$ cat config.mk
export PLATFORM = sky130hd
export DESIGN_NAME = sram_mem_tester
export DESIGN_NICKNAME = d
export VERILOG_FILES = /design/src/rtl/sram_tester_pkg.sv /design/src/rtl/sram_mem_tester.sv
export SDC_FILE = /design/constraint.sdc
export NUM_CORES = 1
export LEC_CHECK = 0
export CAP_MARGIN = 20
export CELL_PAD_IN_SITES_DETAIL_PLACEMENT = 1
export CELL_PAD_IN_SITES_GLOBAL_PLACEMENT = 1
export CORE_MARGIN = 2
export CORE_UTILIZATION = 45
export CTS_BUF_LIST = sky130_fd_sc_hd__clkbuf_16
export DETAILED_ROUTE_END_ITERATION = 6
export DONT_BUFFER_PORTS = 1
export PLACE_DENSITY = 0.81
export SLEW_MARGIN = 0
export SYNTH_ARGS = -nofsm -noshare
export SYNTH_HDL_FRONTEND = slang
export SYNTH_SLANG_ARGS = --single-unit
$ cat constraint.sdc
create_clock -name clk_i -period 6.2 [get_ports clk_i]
set_input_delay 1.86 -clock clk_i [delete_from_list [all_inputs] [get_ports clk_i]]
set_output_delay 1.86 -clock clk_i [all_outputs]
set_load 0.02 [all_outputs]
$ cat src/rtl/sram_tester_pkg.sv
// Shared state/pattern types and the address-derived data pattern used by
// sram_mem_tester for both write generation and readback checking.
package sram_tester_pkg;

  typedef enum logic [2:0] {
    S_IDLE    = 3'd0,
    S_WR      = 3'd1,
    S_RD_REQ  = 3'd2,
    S_RD_WAIT = 3'd3,
    S_DONE    = 3'd4
  } state_t;

  typedef enum logic [1:0] {
    PAT_ADDR    = 2'd0,
    PAT_NADDR   = 2'd1,
    PAT_WALK1   = 2'd2,
    PAT_CHECKER = 2'd3
  } pattern_t;

  localparam int unsigned PAT_MAX_W = 64;

  // Result is masked to 'width' bits; callers truncate to their data width.
  function automatic logic [PAT_MAX_W-1:0] pattern_word(
    input logic [PAT_MAX_W-1:0] addr,
    input pattern_t             pat,
    input int unsigned          width
  );
    logic [PAT_MAX_W-1:0] mask;
    logic [PAT_MAX_W-1:0] word;
    mask = (width >= 32'd64) ? {PAT_MAX_W{1'b1}} : ((64'd1 << width) - 64'd1);
    case (pat)
      PAT_ADDR:    word = addr;
      PAT_NADDR:   word = ~addr;
      PAT_WALK1:   word = 64'd1 << (addr % 64'(width));
      PAT_CHECKER: word = addr[0] ? {32{2'b10}} : {32{2'b01}};
      default:     word = 64'd0;
    endcase
    return word & mask;
  endfunction

endpackage

$ cat src/rtl/sram_mem_tester.sv
// Avalon-MM memory self-test initiator: writes an address-derived pattern over
// a window, reads it back one word at a time and reports the comparison result.
module sram_mem_tester
  import sram_tester_pkg::*;
#(
  parameter int ADDR_W  = 18,
  parameter int DATA_W  = 16,
  parameter int TIMEOUT = 64
) (
  input  logic              clk_i,
  input  logic              rst_n_i,
  input  logic              start_i,
  input  logic [ADDR_W-1:0] addr_lo_i,
  input  logic [ADDR_W-1:0] addr_hi_i,
  input  logic [1:0]        pattern_i,
  output logic [ADDR_W-1:0] avm_address_o,
  output logic              avm_write_o,
  output logic [DATA_W-1:0] avm_writedata_o,
  output logic              avm_read_o,
  input  logic              avm_waitrequest_i,
  input  logic [DATA_W-1:0] avm_readdata_i,
  input  logic              avm_readdatavalid_i,
  output logic              busy_o,
  output logic              done_o,
  output logic              pass_o,
  output logic              cfg_err_o,
  output logic              timeout_o,
  output logic [15:0]       err_cnt_o,
  output logic [ADDR_W-1:0] first_err_addr_o,
  output logic [DATA_W-1:0] first_err_data_o
);

  localparam int TMO_W = $clog2(TIMEOUT + 1);

  state_t            r_state;
  state_t            w_state_nxt;
  logic [ADDR_W-1:0] r_addr;
  logic [ADDR_W-1:0] r_lo;
  logic [ADDR_W-1:0] r_hi;
  pattern_t          r_pat;
  logic [TMO_W-1:0]  r_tmo_cnt;
  logic [15:0]       r_err_cnt;
  logic [ADDR_W-1:0] r_first_addr;
  logic [DATA_W-1:0] r_first_data;
  logic              r_pass;
  logic              r_cfg_err;
  logic              r_timeout;
  logic [DATA_W-1:0] w_expect;
  logic              w_cfg_bad;
  logic              w_at_hi;
  logic              w_mismatch;
  logic              w_tmo_hit;
  logic              w_write;
  logic              w_read;

  assign w_expect   = DATA_W'(pattern_word(64'(r_addr), r_pat, DATA_W));
  assign w_cfg_bad  = (addr_hi_i < addr_lo_i);
  assign w_at_hi    = (r_addr == r_hi);
  assign w_mismatch = (avm_readdata_i != w_expect);
  assign w_tmo_hit  = (r_tmo_cnt == TMO_W'(TIMEOUT - 1));

  // Next-state and bus command decode.
  always_comb begin
    w_state_nxt = r_state;
    w_write     = 1'b0;
    w_read      = 1'b0;
    case (r_state)
      S_IDLE: begin
        if (start_i) begin
          w_state_nxt = w_cfg_bad ? S_DONE : S_WR;
        end else begin
          w_state_nxt = S_IDLE;
        end
      end
      S_WR: begin
        w_write = 1'b1;
        if (!avm_waitrequest_i && w_at_hi) begin
          w_state_nxt = S_RD_REQ;
        end else begin
          w_state_nxt = S_WR;
        end
      end
      S_RD_REQ: begin
        w_read = 1'b1;
        if (!avm_waitrequest_i) begin
          w_state_nxt = S_RD_WAIT;
        end else begin
          w_state_nxt = S_RD_REQ;
        end
      end
      S_RD_WAIT: begin
        if (avm_readdatavalid_i) begin
          w_state_nxt = w_at_hi ? S_DONE : S_RD_REQ;
        end else if (w_tmo_hit) begin
          w_state_nxt = S_DONE;
        end else begin
          w_state_nxt = S_RD_WAIT;
        end
      end
      S_DONE:  w_state_nxt = S_IDLE;
      default: w_state_nxt = S_IDLE;
    endcase
  end

  // State register.
  always_ff @(posedge clk_i or negedge rst_n_i) begin
    if (!rst_n_i) begin
      r_state <= S_IDLE;
    end else begin
      r_state <= w_state_nxt;
    end
  end

  // Address, timeout and result registers; pass is resolved as DONE is entered.
  always_ff @(posedge clk_i or negedge rst_n_i) begin
    if (!rst_n_i) begin
      r_addr       <= '0;
      r_lo         <= '0;
      r_hi         <= '0;
      r_pat        <= PAT_ADDR;
      r_tmo_cnt    <= '0;
      r_err_cnt    <= 16'd0;
      r_first_addr <= '0;
      r_first_data <= '0;
      r_pass       <= 1'b0;
      r_cfg_err    <= 1'b0;
      r_timeout    <= 1'b0;
    end else begin
      case (r_state)
        S_IDLE: begin
          if (start_i) begin
            r_addr       <= addr_lo_i;
            r_lo         <= addr_lo_i;
            r_hi         <= addr_hi_i;
            r_pat        <= pattern_t'(pattern_i);
            r_err_cnt    <= 16'd0;
            r_first_addr <= '0;
            r_first_data <= '0;
            r_pass       <= 1'b0;
            r_timeout    <= 1'b0;
            r_cfg_err    <= w_cfg_bad;
          end
        end
        S_WR: begin
          if (!avm_waitrequest_i) begin
            r_addr <= w_at_hi ? r_lo : r_addr + ADDR_W'(1);
          end
        end
        S_RD_REQ: r_tmo_cnt <= TMO_W'(1);
        S_RD_WAIT: begin
          r_tmo_cnt <= r_tmo_cnt + TMO_W'(1);
          if (avm_readdatavalid_i) begin
            if (w_mismatch) begin
              if (r_err_cnt != 16'hFFFF) begin
                r_err_cnt <= r_err_cnt + 16'd1;
              end
              if (r_err_cnt == 16'd0) begin
                r_first_addr <= r_addr;
                r_first_data <= avm_readdata_i;
              end
            end
            if (w_at_hi) begin
              r_pass <= (r_err_cnt == 16'd0) && !w_mismatch;
            end else begin
              r_addr <= r_addr + ADDR_W'(1);
            end
          end else if (w_tmo_hit) begin
            r_timeout <= 1'b1;
          end
        end
        default: ;
      endcase
    end
  end

  assign avm_address_o    = r_addr;
  assign avm_write_o      = w_write;
  assign avm_read_o       = w_read;
  assign avm_writedata_o  = w_write ? w_expect : '0;
  assign busy_o           = (r_state != S_IDLE);
  assign done_o           = (r_state == S_DONE);
  assign pass_o           = r_pass;
  assign cfg_err_o        = r_cfg_err;
  assign timeout_o        = r_timeout;
  assign err_cnt_o        = r_err_cnt;
  assign first_err_addr_o = r_first_addr;
  assign first_err_data_o = r_first_data;

endmodule

==> results.toml <==
[outcome]
outcome = "finished clean"

[sta]
setup_tns_ns = 0
finalSetupViolCount = 0
grt_setup_unrepaired = "false"
post-route-period-util = 0.7369
finalClockSkew_ns = 0.01277
fin_crit_ns = 4.569
slew_violations = 0
finalHoldViolCount = 0
max_slew_margin = 0.4006
tightest_slew_ns = 0.8992
whs_ns = 0.4914
max_freq_mhz = 218.9

[synth]
avgSynthCellArea_um2 = 8.476
syn_nets = 930
synth_top_area_frac = 0.4158
yosys-top-cells-area = "dfrtp_1 (42%), o21ai_0 (7.6%), nand2_1 (6.9%)"
ys_ff_latch = 119
synth_area_leader_cell = "dfrtp_1"
async_flop_share = 1.000
ys_seq_area_frac = 0.4158
yosys_warnings = 0
synth_cells = 845
synth_edf_count = 0
syn_area_um2 = 7162
ys.flop_type = "dfrtp_1"
ys_types = 61

[power_and_ir_drop]
p_clk_frac = 0.250
pwr_density_cell_nw_per_um2 = 558.7
p_comb_frac = 0.392
p_leak_uw = 0.003401
switchingPower_uw = 2089
p_seq_frac = 0.358
intPower_uw = 2335
swShare = 0.4722
p_total_uw = 4424
vdd_ir_drop_max_v = 0.0002877

[worst_setup_path]
cp-end-kind = "output port"
critPathKind = "flip-flop to output port"
required_ns = 4.34
crit_fanout = 12
crit_arrival_ns = 2.71
startpoint_type = "flip-flop"

[clocking]
insertion_delay_ns = 0.43
clkTransAtPathRegs_ns = 0.06
h-tree-depth = 4
cts_root_buffer = "clkbuf_16"
cts_tree = "yes"
cts_hold_buffers = 0
clockBufferDepth = 2
ctsResizeCount = 0
post-cts-setup-buffer-count = 0
cts_sinks = 119
cts_buffers = 17

[floorplan]
die-area_um2 = 16940
io_pins = 150
rows = 46
start_util = 0.4558
dieWidth_um = 130.2
dieHeight_um = 130.2
design.core.area_um2 = 15710

[layout]
seq_area_um2 = 2978
final_common_cell = "nand2_1"
stdcell_count = 1039
design_area_um2 = 7919
area_growth_pct = 10.57
drive_above_1_share = 0.06318
nNetsFinal = 895
final_cell_mix = "nand2_1 (132), dfrtp_1 (119), o21ai_0 (108), nor2_1 (58), o31ai_1 (41)"
diodes = 0
n_fill_cell = 1851
multi_input_area_um2 = 3786

[flow_run]
max_cap_viol_count = 0

[drt]
vias = 6382
drt_wl_total_mm = 23.33
ant_nets = 0
drc = 0
wl_per_cell_um = 22.45
drt_pass1_iterations = 6
vias_per_cell = 6.142
first_iter_violations = 380

[global_route]
grt_max_degree = 120
grt.total_usage = 0.2813
use_met1 = 0.3386
busiest_layer = "met2"
antenna_found_initial = 0
use_met2 = 0.4678
grt_use_met3 = 0.08610
grt_pass1_wl_mm = 36.71
grt_remaining_overflow = 0
grt_pass1_vias = 6604

[place]
gp_congestion = 0.8473
placed_cells = 1004
dp_hpwl_mm = 16.52
portBuffers = 0
dpl_cell_area_um2 = 7218

[min_path]
hold_class = "flip-flop to flip-flop"
==> worst paths after layout <==
| path | start | endpoint | slack (ns) | cells after the start |
|---|---|---|---|---|
| min in group asynchronous | rst_n_i | err_cnt_o[7] | 1.13 | 0 |
| max in group asynchronous | rst_n_i | err_cnt_o[0] | 4.79 | 0 |
| hold reg to reg | r_lo[5] | r_lo[5] | 0.49 | 2 |
| hold / removal | r_lo[5] | r_lo[5] | 0.49 | 2 |
| setup / recovery | avm_address_o[0] | avm_writedata_o[2] | 1.63 | 6 |
| setup reg to reg | avm_address_o[0] | err_cnt_o[10] | 1.88 | 10 |
==> registers in the layout, indices dropped and copies added, names as in the netlist, 2 cells and up <==
register	count
r_lo	18
r_tmo_cnt	7
first_err_addr_o	18
first_err_data_o	16
r_hi	18
r_pat	2
r_state	3
err_cnt_o	16
avm_address_o	18
==> critical path, cell delays in order, from the launching register on <==
cell and delay (ns):
dfrtp_1 0.78, inv_1 0.20, ha_1 0.29, nand4bb_1 0.12, a21oi_1 0.11, a221oi_1 0.53, nor2_1 0.24
==> logic make-up (layout without fill, tap and decap cells) <==
kind of cell | after synthesis | count (layout) | share of synthesized area
adder cells (fa/ha/maj) | 26 | 26 | 0.04542
XOR/XNOR | 41 | 41 | 0.05014
multiplexers | 3 | 3 | 0.004891
flip-flops | 119 | 119 | 0.4158
AO/OA/AOI/OAI | 240 | 240 | 0.2116
buffers and inverters | 99 | 77 | 0.05870
AND/OR/NAND/NOR | 317 | 317 | 0.2135
==> power groups by stage <==
stage / sequential (uW) / combinational (uW) / clock (uW)
CTS: 1610 / 1670 / 1110
floorplan: 1370 / 1430 / 0
global route: 1630 / 1910 / 1160
global placement: 1600 / 1580 / 0
detailed placement: 1620 / 1650 / 0
finish: 1580 / 1730 / 1110
==> layout make-up <==
type | instances | share of cell area
clock buffer | 17 | 0.05372
multi-input combinational | 627 | 0.4781
timing repair buffer | 10 | 0.01296
tap | 216 | 0.03413
sequential | 119 | 0.3760
inverter | 35 | 0.01659
clock inverter | 15 | 0.02844
==> metrics by stage <==
step / util / worst slack (ns)
final: 0.5040 / 1.631
after global routing: 0.5040 / 1.439
after CTS: 0.5008 / 1.529
after detailed placement: 0.4594 / 1.891
after global placement: 0.4594 / 2.037
after floorplan: - / 2.526
==> synth_stat cells, types with 4 or more instances <==
master,n
ha_1,26
and2_1,4
nor2_1,59
nand3_1,17
o41ai_1,10
xor2_1,14
clkbuf_1,38
or2_2,4
a221oi_1,15
o21ai_0,109
a211oi_1,4
nor3_1,16
o31ai_1,41
buf_4,6
o22ai_1,12
dfrtp_1,119
nor4_1,14
nand2b_1,12
inv_1,34
a21oi_1,17
nor3b_1,12
and3_1,8
nor4b_1,6
nor2b_1,11
nand4_1,7
xnor2_1,27
nand2_1,132
buf_2,12
buf_1,4
a21o_1,11
==> routing by layer <==
layer	up-vias	wire length, um
li1	2927	-
met1	3211	9448
met2	200	11450
met3	44	1762
met4	0	673
met5	-	0
(Power assumes the default switching activity.)
